==> config.mk <==
export PLATFORM = sky130hd
export DESIGN_NAME = spi_cmd_queue
export DESIGN_NICKNAME = d
export VERILOG_FILES = /design/src/rtl/spi_cmd_queue.sv
export SDC_FILE = /design/constraint.sdc
export NUM_CORES = 1
export LEC_CHECK = 0
export ABC_AREA = 0
export CAP_MARGIN = 20
export CORE_MARGIN = 2
export CORE_UTILIZATION = 55
export CTS_CLUSTER_SIZE = 40
export DETAILED_ROUTE_END_ITERATION = 10
export PLACE_DENSITY_LB_ADDON = 0.25
export SYNTH_ARGS = -nofsm -noshare
export SYNTH_HDL_FRONTEND = slang
export SYNTH_SLANG_ARGS = --single-unit
==> constraint.sdc <==
create_clock -name clk -period 3.6 [get_ports clk]
set_clock_uncertainty 0.15 [all_clocks]
set_input_delay 0.9 -clock clk [delete_from_list [all_inputs] [get_ports clk]]
set_output_delay 0.9 -clock clk [all_outputs]
set_load 0.01 [all_outputs]
==> src/rtl/spi_cmd_queue.sv <==
// rtl/spi_cmd_queue.sv - SPI master command queue with TX/RX byte FIFOs and start sequencing.
module spi_cmd_queue #(
    parameter int DEPTH = 16,
    parameter int SS_W  = 24
) (
    input  logic                   clk,
    input  logic                   rst,
    input  logic                   cmd_valid,
    output logic                   cmd_ready,
    input  logic [SS_W-1:0]        cmd_ss_mask,
    input  logic [7:0]             cmd_len,
    input  logic                   wr_valid,
    output logic                   wr_ready,
    input  logic [7:0]             wr_data,
    output logic                   rd_valid,
    input  logic                   rd_ready,
    output logic [7:0]             rd_data,
    output logic                   spi_start,
    output logic [SS_W-1:0]        spi_ss_mask,
    output logic [7:0]             spi_trans_len,
    input  logic                   spi_read,
    output logic [7:0]             spi_tx_data,
    input  logic                   spi_rx_valid,
    input  logic [7:0]             spi_rx_data,
    input  logic                   spi_busy,
    output logic [$clog2(DEPTH):0] tx_level,
    output logic [$clog2(DEPTH):0] rx_level,
    output logic                   tx_underrun,
    output logic                   rx_overflow,
    output logic                   idle
);
    localparam int AW = $clog2(DEPTH);
    localparam int LW = AW + 1;
    localparam logic [AW:0] PTR_ONE = LW'(1);
    localparam logic [AW:0] DEPTH_L = LW'(DEPTH);

    localparam logic [2:0] ST_IDLE      = 3'd0;
    localparam logic [2:0] ST_WAIT_DATA = 3'd1;
    localparam logic [2:0] ST_START     = 3'd2;
    localparam logic [2:0] ST_WAIT_BUSY = 3'd3;
    localparam logic [2:0] ST_RUN       = 3'd4;

    logic [7:0]      tx_mem_q [DEPTH];
    logic [7:0]      rx_mem_q [DEPTH];
    logic [AW:0]     tx_wptr_q, tx_rptr_q, rx_wptr_q, rx_rptr_q;
    logic            tx_empty, tx_full, rx_empty, rx_full;
    logic            tx_push, tx_pop, rx_push, rx_pop;
    logic [AW:0]     rx_free;
    logic [7:0]      spi_tx_data_q;
    logic            tx_underrun_q, rx_overflow_q;

    logic [2:0]      state_q, state_d;
    logic [1:0]      guard_q, guard_d;
    logic [AW:0]     need_q, need_d;
    logic [SS_W-1:0] mask_q, mask_d;
    logic [7:0]      len_q, len_d;
    logic [8:0]      len_p1;

    // Pointers carry one extra wrap bit, so level MSB set means exactly full.
    assign tx_level = tx_wptr_q - tx_rptr_q;
    assign rx_level = rx_wptr_q - rx_rptr_q;
    assign tx_empty = (tx_level == '0);
    assign rx_empty = (rx_level == '0);
    assign tx_full  = tx_level[AW];
    assign rx_full  = rx_level[AW];
    assign rx_free  = DEPTH_L - rx_level;

    // Full/empty are taken before this cycle's opposite operation.
    assign tx_push = wr_valid && !tx_full;
    assign tx_pop  = spi_read && !tx_empty;
    assign rx_push = spi_rx_valid && !rx_full;
    assign rx_pop  = rd_ready && !rx_empty;

    assign wr_ready      = !tx_full;
    assign rd_valid      = !rx_empty;
    assign rd_data       = rx_mem_q[rx_rptr_q[AW-1:0]];
    assign spi_tx_data   = spi_tx_data_q;
    assign tx_underrun   = tx_underrun_q;
    assign rx_overflow   = rx_overflow_q;
    assign spi_ss_mask   = mask_q;
    assign spi_trans_len = len_q;
    assign spi_start     = (state_q == ST_START);
    assign idle          = (state_q == ST_IDLE);
    assign cmd_ready     = (state_q == ST_IDLE);

    always_ff @(posedge clk) begin
        if (tx_push) tx_mem_q[tx_wptr_q[AW-1:0]] <= wr_data;
        if (rx_push) rx_mem_q[rx_wptr_q[AW-1:0]] <= spi_rx_data;
    end

    always_ff @(posedge clk) begin
        if (rst) begin
            tx_wptr_q     <= '0;
            tx_rptr_q     <= '0;
            rx_wptr_q     <= '0;
            rx_rptr_q     <= '0;
            spi_tx_data_q <= 8'h00;
            tx_underrun_q <= 1'b0;
            rx_overflow_q <= 1'b0;
        end else begin
            if (tx_push) tx_wptr_q <= tx_wptr_q + PTR_ONE;
            if (tx_pop)  tx_rptr_q <= tx_rptr_q + PTR_ONE;
            if (rx_push) rx_wptr_q <= rx_wptr_q + PTR_ONE;
            if (rx_pop)  rx_rptr_q <= rx_rptr_q + PTR_ONE;
            if (spi_read) begin
                if (!tx_empty) begin
                    spi_tx_data_q <= tx_mem_q[tx_rptr_q[AW-1:0]];
                end else begin
                    spi_tx_data_q <= 8'h00;
                    tx_underrun_q <= 1'b1;
                end
            end
            if (spi_rx_valid && rx_full) rx_overflow_q <= 1'b1;
        end
    end

    assign len_p1 = {1'b0, cmd_len} + 9'd1;

    always_comb begin
        state_d = state_q;
        guard_d = guard_q;
        need_d  = need_q;
        mask_d  = mask_q;
        len_d   = len_q;
        case (state_q)
            ST_IDLE: begin
                if (cmd_valid) begin
                    mask_d  = cmd_ss_mask;
                    len_d   = cmd_len;
                    need_d  = (int'(len_p1) > DEPTH) ? DEPTH_L : LW'(len_p1);
                    state_d = ST_WAIT_DATA;
                end
            end
            ST_WAIT_DATA: begin
                if (tx_level >= need_q && rx_free >= need_q) state_d = ST_START;
            end
            ST_START: begin
                guard_d = 2'd0;
                state_d = ST_WAIT_BUSY;
            end
            ST_WAIT_BUSY: begin
                // Give up if the master never reports busy within four cycles.
                if (spi_busy)              state_d = ST_RUN;
                else if (guard_q == 2'd3)  state_d = ST_IDLE;
                else                       guard_d = guard_q + 2'd1;
            end
            ST_RUN: begin
                if (!spi_busy) state_d = ST_IDLE;
            end
            default: state_d = ST_IDLE;
        endcase
    end

    always_ff @(posedge clk) begin
        if (rst) begin
            state_q <= ST_IDLE;
            guard_q <= 2'd0;
            need_q  <= '0;
            mask_q  <= '0;
            len_q   <= 8'h00;
        end else begin
            state_q <= state_d;
            guard_q <= guard_d;
            need_q  <= need_d;
            mask_q  <= mask_d;
            len_q   <= len_d;
        end
    end
endmodule

==> flow_summary.ini <==
[yosys]
ys_warn_count = 0
ys_ff_latch = 336
ys_seq_area_share_pct = 68.2
synth.largest_area_cell = edfxtp_1
synthCells = 872
yosys-top-cells-area = edfxtp_1, mux4_2, dfxtp_1, ha_1, a21oi_1
synth-edff-count = 256
synth_area_um2 = 13600
ys.flop_type = edfxtp_1
async_reset_ff_share_pct = 0
yosysUniqueCellTypes = 48
yosys.area.top_type_share_pct = 56.4
syn_area_per_cell_um2 = 15.6
syn_nets = 963

[global_route]
antenna_found_initial = 0
grt_usage_pct = 23.4
grt_pass1_vias = 8192
grt_max_degree = 41
gr-total-overflow = 0
grt_pass1_wl_um = 46200

[power_and_ir_drop]
combPwrFrac_pct = 30.9
total_power_w = 0.0116
internal_power_w = 0.00822
switching_share_pct = 29.4
peakVddDrop_mv = 0.429
power_per_cell_area_nw_per_um2 = 704
p_switching_w = 0.00343
power.leakage_nw = 5.65
power_frac_seq_pct = 40.3
pwr-share-clk_pct = 28.8

[die]
die_h_um = 161
rows = 57
die_x_um = 161
core_um2 = 24300
io_pins = 121
dieArea_um2 = 26000
start_util_pct = 56.0

[finish]
area_delta_synth_final_pct = 21.4
antenna_cells = 0
final_nets = 1120
multiInputGateArea_um2 = 4060
seqCellArea_um2 = 9300
final_common_cell = edfxtp_1
drive_gt1_share_pct = 18.1
fillers = 1625
final_core_util_pct = 68.0
fin_cells = 1378
mostFrequentLayoutCells = edfxtp_1, clkdlybuf4s50_1, nand2_1

[worst_hold_path]
hold_class = reg2reg

[worst_setup_path]
path_max_fanout = 16
critical_path_class = reg2out
worst_ep_arrival_time_ns = 2.46
cp.required_ns = 2.55
cp-end-kind = output port
crit_path_start_kind = flip-flop

[timing]
timing.final.ws_setup_ns = 0.0920
rsz0062_at_grt = true
tns_ns = 0
slew_viol_final = 0
fin_crit_sh_pct = 97.4
hold_viol = 0
post-route-min-period_ns = 3.51
setup_viol = 0
relSlewSlack_pct = 45.4
max_freq_mhz = 285
worstMarginPinSlew_ns = 0.817

[detailed_routing]
ant_nets = 0
first_pass_iters = 5
drc = 0
highest_layer = met4
routed_wl_um = 29500
wl_met2_um = 14200
wl_met1_um = 12700
vias = 7914
vias_per_cell = 5.74
drt_iter0_drc = 706
wl_met3_um = 2010
post_drt_wl_per_cell_um = 21.4

[place]
dp_hpwl_um = 18000
place_congestion = 0.778
dp.cells = 1312
portBuffers = 120
dpl_worst_slack_ns = 0.123

[clock_tree]
clkSinkCount = 336
numCtsBuffers = 36
cts_max_path_buffers = 3
clk_pin_slew_ns = 0.05
cts_root_buffer = clkbuf_16
clock_latency_ns = 0.51
cts.hold.buffers_added = 0
htreeDepth = 2
cts_tree = built

[run]
max-cap-violations = 0

[status]
status = finished clean
## registers in the layout (all words and copies together), names as in the netlist, named ones only
register       cells
guard_q            2
need_q             5
state_q            3
tx_rptr_q          5
tx_mem_q         128
tx_underrun        1
tx_wptr_q          5
spi_tx_data        8
rx_wptr_q          5
spi_trans_len      8
rx_mem_q         128
rx_overflow        1
rx_rptr_q          5
spi_ss_mask       24
## per-stage QoR
| stage | area [um2] | hold WS [ns] |
|---|---|---|
| 6_report | 16500 | 0.302 |
| 3_3_place_gp | 15400 | 0.290 |
| 5_1_grt | 16500 | 0.325 |
| 3_5_place_dp | 15400 | 0.296 |
| 2_1_floorplan | 13600 | 0.304 |
| 4_1_cts | 16600 | 0.303 |
## layout make-up
type                       count  area share (%)
clock buffer                  49            5.74
timing repair buffer         167            9.71
multi-input combinational    461            24.6
clock inverter                14           0.726
sequential                   336            56.2
inverter                      27           0.613
tap                          324            2.45
## logic make-up (layout without fill, tap and decap cells)
family	count (synthesis)	in the layout	synth area share [%]
flops	336	336	68.2
simple gates	220	220	7.51
compound gates	96	96	4.12
mux	87	87	13.1
buf+inv	75	257	2.31
fa+ha+maj	35	35	3.32
xor+xnor	23	23	1.48
## repair_timing
| action | CTS | global route |
|---|---|---|
| setup buffers | 2 | 0 |
| resized for setup | 19 | 13 |
| setup endpoints to repair | 13 | 9 |
| pin swaps | 1 | 2 |
| gates cloned | 2 | 0 |
## synthesized netlist by cell type (11+ instances only)
cell	number
nor2b_1	23
mux4_2	72
a21oi_1	62
nor2_1	59
dfxtp_1	80
nand2_1	80
xnor2_1	14
inv_1	27
clkbuf_1	28
and3_1	18
buf_2	12
mux2i_1	11
edfxtp_1	256
ha_1	33
## path summary, 6_finish.rpt
path         slack [ns]          endpoint  cells after the start             start
min                0.30  spi_trans_len[1]                      2  spi_trans_len[1]
max reg2reg        0.53    rx_mem_q[1][7]                      8      rx_wptr_q[0]
max                0.09        rd_data[6]                      4         flip-flop
min reg2reg        0.30  spi_trans_len[1]                      2  spi_trans_len[1]
## metal layers
metal | track usage [%] | vias up
met5 | 0 | -
met4 | 6.33 | 0
met2 | 37.2 | 277
met1 | 33.5 | 3985
met3 | 4.85 | 46
li1 | - | 3606
## worst max-delay path: stages (launching register included)
cell	delay (ns)
dfxtp_4	0.42
buf_12	0.20
mux4_2	0.55
mux4_2	0.47
dlygate4sd2_1	0.29
## power by group through the flow
stage               clock (W)  sequential, W  combinational [W]
global placement            0        0.00474            0.00352
global route          0.00355        0.00473            0.00401
floorplan                   0        0.00473            0.00225
finish                0.00336        0.00469            0.00359
CTS                   0.00341        0.00469            0.00365
detailed placement          0        0.00476            0.00357
(Power assumes the default switching activity.)
